`config.mk`:
```
export PLATFORM = sky130hd
export DESIGN_NAME = hue_stage1
export DESIGN_NICKNAME = d
export VERILOG_FILES = /design/src/rtl/hue_stage1.sv
export SDC_FILE = /design/constraint.sdc
export NUM_CORES = 1
export LEC_CHECK = 0
export ABC_AREA = 1
export BUFFER_PORTS_ARGS = -buffer_cell sky130_fd_sc_hd__buf_2
export CORE_MARGIN = 2
export CORE_UTILIZATION = 65
export DETAILED_ROUTE_END_ITERATION = 6
export PLACE_DENSITY = 0.85
export SLEW_MARGIN = 10
export SYNTH_ARGS = -nofsm -noshare
export SYNTH_HDL_FRONTEND = slang
export SYNTH_SLANG_ARGS = --single-unit
```
`constraint.sdc`:
```
create_clock -name i_clk -period 3.6 [get_ports i_clk]
set_input_delay 0.36 -clock i_clk [delete_from_list [all_inputs] [get_ports i_clk]]
set_output_delay 0.36 -clock i_clk [all_outputs]
set_load 0.005 [all_outputs]
```
`src/rtl/hue_stage1.sv`:
```
// Sequential hue divider/offset stage: hue = sector_offset +/- 60*|dividend|/divisor, wrapped to 0..359.
// Optional build macro HUE_ROUND_EN: round the quotient to nearest instead of truncating.
module hue_stage1 #(
  parameter int QW    = 14,
  parameter int HUE_W = 9
) (
  input  logic             i_clk,
  input  logic             i_rst,
  input  logic [8:0]       i_dividend,
  input  logic [8:0]       i_divisor,
  input  logic [1:0]       i_function,
  input  logic             i_valid,
  output logic             o_ready,
  output logic [HUE_W-1:0] o_hue,
  output logic             o_valid,
  output logic             o_overflow
);

  localparam int CW = $clog2(QW);

  typedef enum logic [1:0] {IDLE, DIV, FIN} state_t;

  state_t          state_q, state_d;
  logic [CW-1:0]   cnt_q;
  logic            sign_q;
  logic [1:0]      func_q;
  logic [8:0]      div_q;
  logic [QW-1:0]   num_q;   // numerator shifts out MSB-first while quotient bits shift in
  logic [QW:0]     rem_q;

  logic            accept;
  logic [8:0]      mag;
  logic [QW-1:0]   num_in;
  logic [QW:0]     rem_sh;
  logic [QW:0]     div_ext;
  logic            fits;
  logic [5:0]      quo;
  logic [HUE_W-1:0] hue_d;

  assign o_ready = (state_q == IDLE);
  assign accept  = o_ready && i_valid && (i_function != 2'd0);

  assign mag = i_dividend[8] ? (~i_dividend + 9'd1) : i_dividend;
`ifdef HUE_ROUND_EN
  assign num_in = QW'(mag) * QW'(60) + QW'(i_divisor >> 1);
`else
  assign num_in = QW'(mag) * QW'(60);
`endif

  assign rem_sh  = {rem_q[QW-1:0], num_q[QW-1]};
  assign div_ext = {{(QW-8){1'b0}}, div_q};
  assign fits    = (rem_sh >= div_ext);

  // A zero divisor marks an achromatic pixel; the divider still runs so latency stays fixed.
  assign quo = (div_q == 9'd0) ? 6'd0 : num_q[5:0];

  // NOTE: every combinational output gets a default first so no path leaves it unassigned (no latch).
  always_comb begin
    state_d = state_q;
    hue_d   = '0;
    case (state_q)
      IDLE: if (accept) state_d = DIV;
      DIV:  if (cnt_q == CW'(QW-1)) state_d = FIN;
      FIN:  state_d = IDLE;
      default: state_d = IDLE;
    endcase
    case (func_q)
      2'd1: hue_d = sign_q ? ((quo == 6'd0) ? '0 : HUE_W'(360) - HUE_W'(quo)) : HUE_W'(quo);
      2'd2: hue_d = sign_q ? HUE_W'(120) - HUE_W'(quo) : HUE_W'(120) + HUE_W'(quo);
      2'd3: hue_d = sign_q ? HUE_W'(240) - HUE_W'(quo) : HUE_W'(240) + HUE_W'(quo);
      default: hue_d = '0;
    endcase
  end

  // NOTE: sequential state uses non-blocking assignments so all registers update from pre-edge values.
  always_ff @(posedge i_clk or posedge i_rst) begin
    if (i_rst) state_q <= IDLE;
    else       state_q <= state_d;
  end

  // NOTE: datapath registers are reset too, so an aborted division leaves nothing stale behind.
  always_ff @(posedge i_clk or posedge i_rst) begin
    if (i_rst) begin
      cnt_q      <= '0;
      sign_q     <= 1'b0;
      func_q     <= 2'd0;
      div_q      <= '0;
      num_q      <= '0;
      rem_q      <= '0;
      o_hue      <= '0;
      o_valid    <= 1'b0;
      o_overflow <= 1'b0;
    end else begin
      o_valid <= 1'b0;
      if (i_valid && !o_ready) o_overflow <= 1'b1;
      case (state_q)
        IDLE: if (accept) begin
          cnt_q  <= '0;
          sign_q <= i_dividend[8];
          func_q <= i_function;
          div_q  <= i_divisor;
          num_q  <= num_in;
          rem_q  <= '0;
        end
        DIV: begin
          cnt_q <= cnt_q + CW'(1);
          num_q <= {num_q[QW-2:0], fits};
          rem_q <= fits ? (rem_sh - div_ext) : rem_sh;
        end
        FIN: begin
          o_hue   <= hue_d;
          o_valid <= 1'b1;
        end
        default: ;
      endcase
    end
  end

endmodule

```
==> qor.yml <==
status: "complete, no violations"
critPathCaptureType: "flop"
cp_max_fo: 4
synth_xor_area_share_pct: 6.24
ant_nets: 0
syn_to_final_growth_pct: 10.9
power.leakage_nw: 2.67
tightest_slew_ps: 870
setup_tns_ps: 0
synth_nets: 672
ir_drop_mv: 0.383
switching_share_pct: 48.4
synth_adder_area_share_pct: 15.0
grt_max_degree: 42
setup_violations: 0
yosysSeqAreaShare_pct: 30.9
relSlewSlack_pct: 41.9
fmax_mhz: 302
clk_pin_slew_ps: 80
antenna_found_initial: 0
overflow: 0
grt_pass1_wl_microns: 17000
ys.flop_type: "dfrtp_1"
cp_data_arrival_time_ps: 3530
htree_levels: 3
cap_violations: 0
p_int_w: 0.00247
ys_seq_elements: 57
path_class: "input pin to flop"
powerDensity_nw_per_um2: 937
synth-compound-area-share_pct: 14.5
firstDrtPassIters: 5
track_usage_pct: 27.6
core_area_sq_um: 6830
clock_sinks: 57
cts_tree: "built"
synth_top_family_by_area: "simple AND/OR/NAND/NOR gates"
rows: 30
io_buffers: 34
numCtsBuffers: 9
grt_pass1_vias: 3937
p_clk_share_pct: 12.9
dieWidth_microns: 88.2
rsz0062_at_grt: "false"
ios: 35
period_share_pct: 92.0
drive_gt1_share_pct: 16.1
fin_nets: 715
instances_no_fill: 743
combPwrFrac_pct: 62.0
synth-edff-count: 0
min_period_ps: 3310
synth_area_sq_um: 4610
wirelength_microns: 10100
vias_per_cell: 5.49
net-switching-power_w: 0.00232
layout.cells.most_common_list: "nand2_1 (150), inv_1 (75), dfrtp_1 (57)"
clock_skew_ps: 11.8
synth_cell_types: 51
yosys.area_share.simple_pct: 24.2
final_max_slew_viol_count: 0
drc: 0
p_seq_share_pct: 25.0
die_h_microns: 88.2
clock_latency_ps: 340
antenna_cells: 0
hold_violations: 0
drt_iter0_drc: 329
place.gp.congestion: 0.879
final_util_pct: 74.9
syn_inst: 599
avgRoutedWirePerCell_microns: 13.6
syn_area_per_cell_sq_um: 7.70
dp_hpwl_microns: 7470
start_kind: "input pin"
cp.required_ps: 3820
async_flop_share_pct: 100
initial_core_util_pct: 67.5
clk_root_buffer_cell: "clkbuf_8"
dr_total_vias: 4078
synth_mux_area_share_pct: 0
placed_cells: 727
final_common_cell: "nand2_1"
postCtsSetupRepairBufs: 0
fp.dieArea_sq_um: 7790
clockBufferDepth: 2
ys.warnings.count: 0
hp-class: "input pin to asynchronous set/reset pin"
-- path summary, 6_finish.rpt --
path,start,endpoint,slack [ps],cells after the start
min reg2reg,o_hue[4]$_DFFE_PP0P_,o_hue[4]$_DFFE_PP0P_,480,2
min,i_rst,rem_q[4]$_DFFE_PP0P_,200,2
max,i_dividend[1],num_q[13]$_DFFE_PP0P_,290,22
max in group asynchronous,i_rst,rem_q[9]$_DFFE_PP0P_,2650,3
min in group i_clk,i_divisor[8],div_q[8]$_DFFE_PP0P_,220,3
max reg2reg,div_q[7]$_DFFE_PP0P_,o_hue[5]$_DFFE_PP0P_,1310,16
-- kinds of logic after synthesis --
| family | after synthesis |
|---|---|
| xor+xnor | 29 |
| fa+ha+maj | 50 |
| buf+inv | 102 |
| compound gates | 105 |
| simple gates | 256 |
| flops | 57 |
-- per-layer routing --
layer,share of wire (%),vias to the layer above,GRT usage (%)
met2,48,123,46.3
met1,45,1898,35.8
met4,2.3,0,11.2
met5,0,-,0
li1,-,2031,-
met3,4.8,26,4.66
-- through the flow --
step / total power [W] / cell area (sq um) / setup WS (ps) / hold WS, ps
floorplan: 0.00348 / 4610 / 97.9 / 450
detailed placement: 0.00412 / 4910 / -82.2 / 461
global placement: 0.00399 / 4910 / 48.2 / 455
finish: 0.00479 / 5120 / 290 / 200
global route: 0.00525 / 5120 / 48.2 / 222
CTS: 0.00478 / 5110 / 260 / 217
-- worst max-delay path, cell delays in order --
cell     delay, ps
buf_2          110
inv_1           70
ha_1           160
inv_1           70
nor3_2         100
inv_1           80
nor3_1         130
inv_1           90
nand2_2         80
xor2_2         170
xor2_1          90
ha_1           270
inv_1           50
fa_1           500
inv_1           40
ha_1           330
a21o_1         210
nand3_1         70
nand4_1        120
or2_2          290
nand3_1         70
nand3_1         70
-- Yosys cell counts, types with 3 or more instances --
| master | instances | share of area (%) |
|---|---|---|
| a21oi_1 | 27 | 2.9 |
| clkbuf_1 | 4 | 0.33 |
| nand2_1 | 150 | 12 |
| a21boi_0 | 3 | 0.49 |
| xor2_1 | 21 | 4.0 |
| xnor2_1 | 5 | 0.95 |
| inv_2 | 10 | 0.81 |
| nor3_1 | 6 | 0.65 |
| ha_1 | 41 | 11 |
| nand4_1 | 5 | 0.68 |
| o221ai_1 | 6 | 1.1 |
| fa_1 | 9 | 3.9 |
| o21ai_1 | 9 | 0.98 |
| a21oi_2 | 5 | 0.95 |
| dfrtp_1 | 57 | 31 |
| nand3_1 | 36 | 3.9 |
| o21bai_1 | 4 | 0.65 |
| nor2_1 | 38 | 3.1 |
| nor4_1 | 3 | 0.41 |
| buf_2 | 6 | 0.65 |
| or2_2 | 3 | 0.41 |
| inv_1 | 76 | 6.2 |
| o22ai_1 | 4 | 0.54 |
| o21ai_0 | 32 | 3.5 |
| nand2_2 | 5 | 0.68 |
| nor2_4 | 3 | 0.73 |
-- timing repair --
action	4_1_cts	5_1_grt
setup endpoints to repair	0	1
gates resized for setup	0	1
hold buffers	0	0
-- area by class of cell --
cell class                      count  area [sq um]
Multi-Input combinational cell    440          2780
Clock buffer                       10           138
Inverter                           89           337
Tap cell                           96           120
Timing Repair Buffer               45           253
Clock inverter                      6          66.3
Sequential cell                    57          1430
Fill cell                         505          1720
-- registers in the layout, indices dropped and copies added, names as in the netlist, 2 cells and up --
signal / flops
state_q: 2
func_q: 2
cnt_q: 4
num_q: 14
rem_q: 14
div_q: 9
o_hue: 9
-- power groups by stage --
stage	logic (W)	clock network (W)	registers (W)
after CTS	0.00296	0.000624	0.00119
after detailed placement	0.00292	0	0.00120
after global routing	0.00336	0.000657	0.00123
final	0.00297	0.000621	0.00120
after floorplan	0.00235	0	0.00114
after global placement	0.00280	0	0.00119
Note: power is estimated with default switching activity, not from simulation.
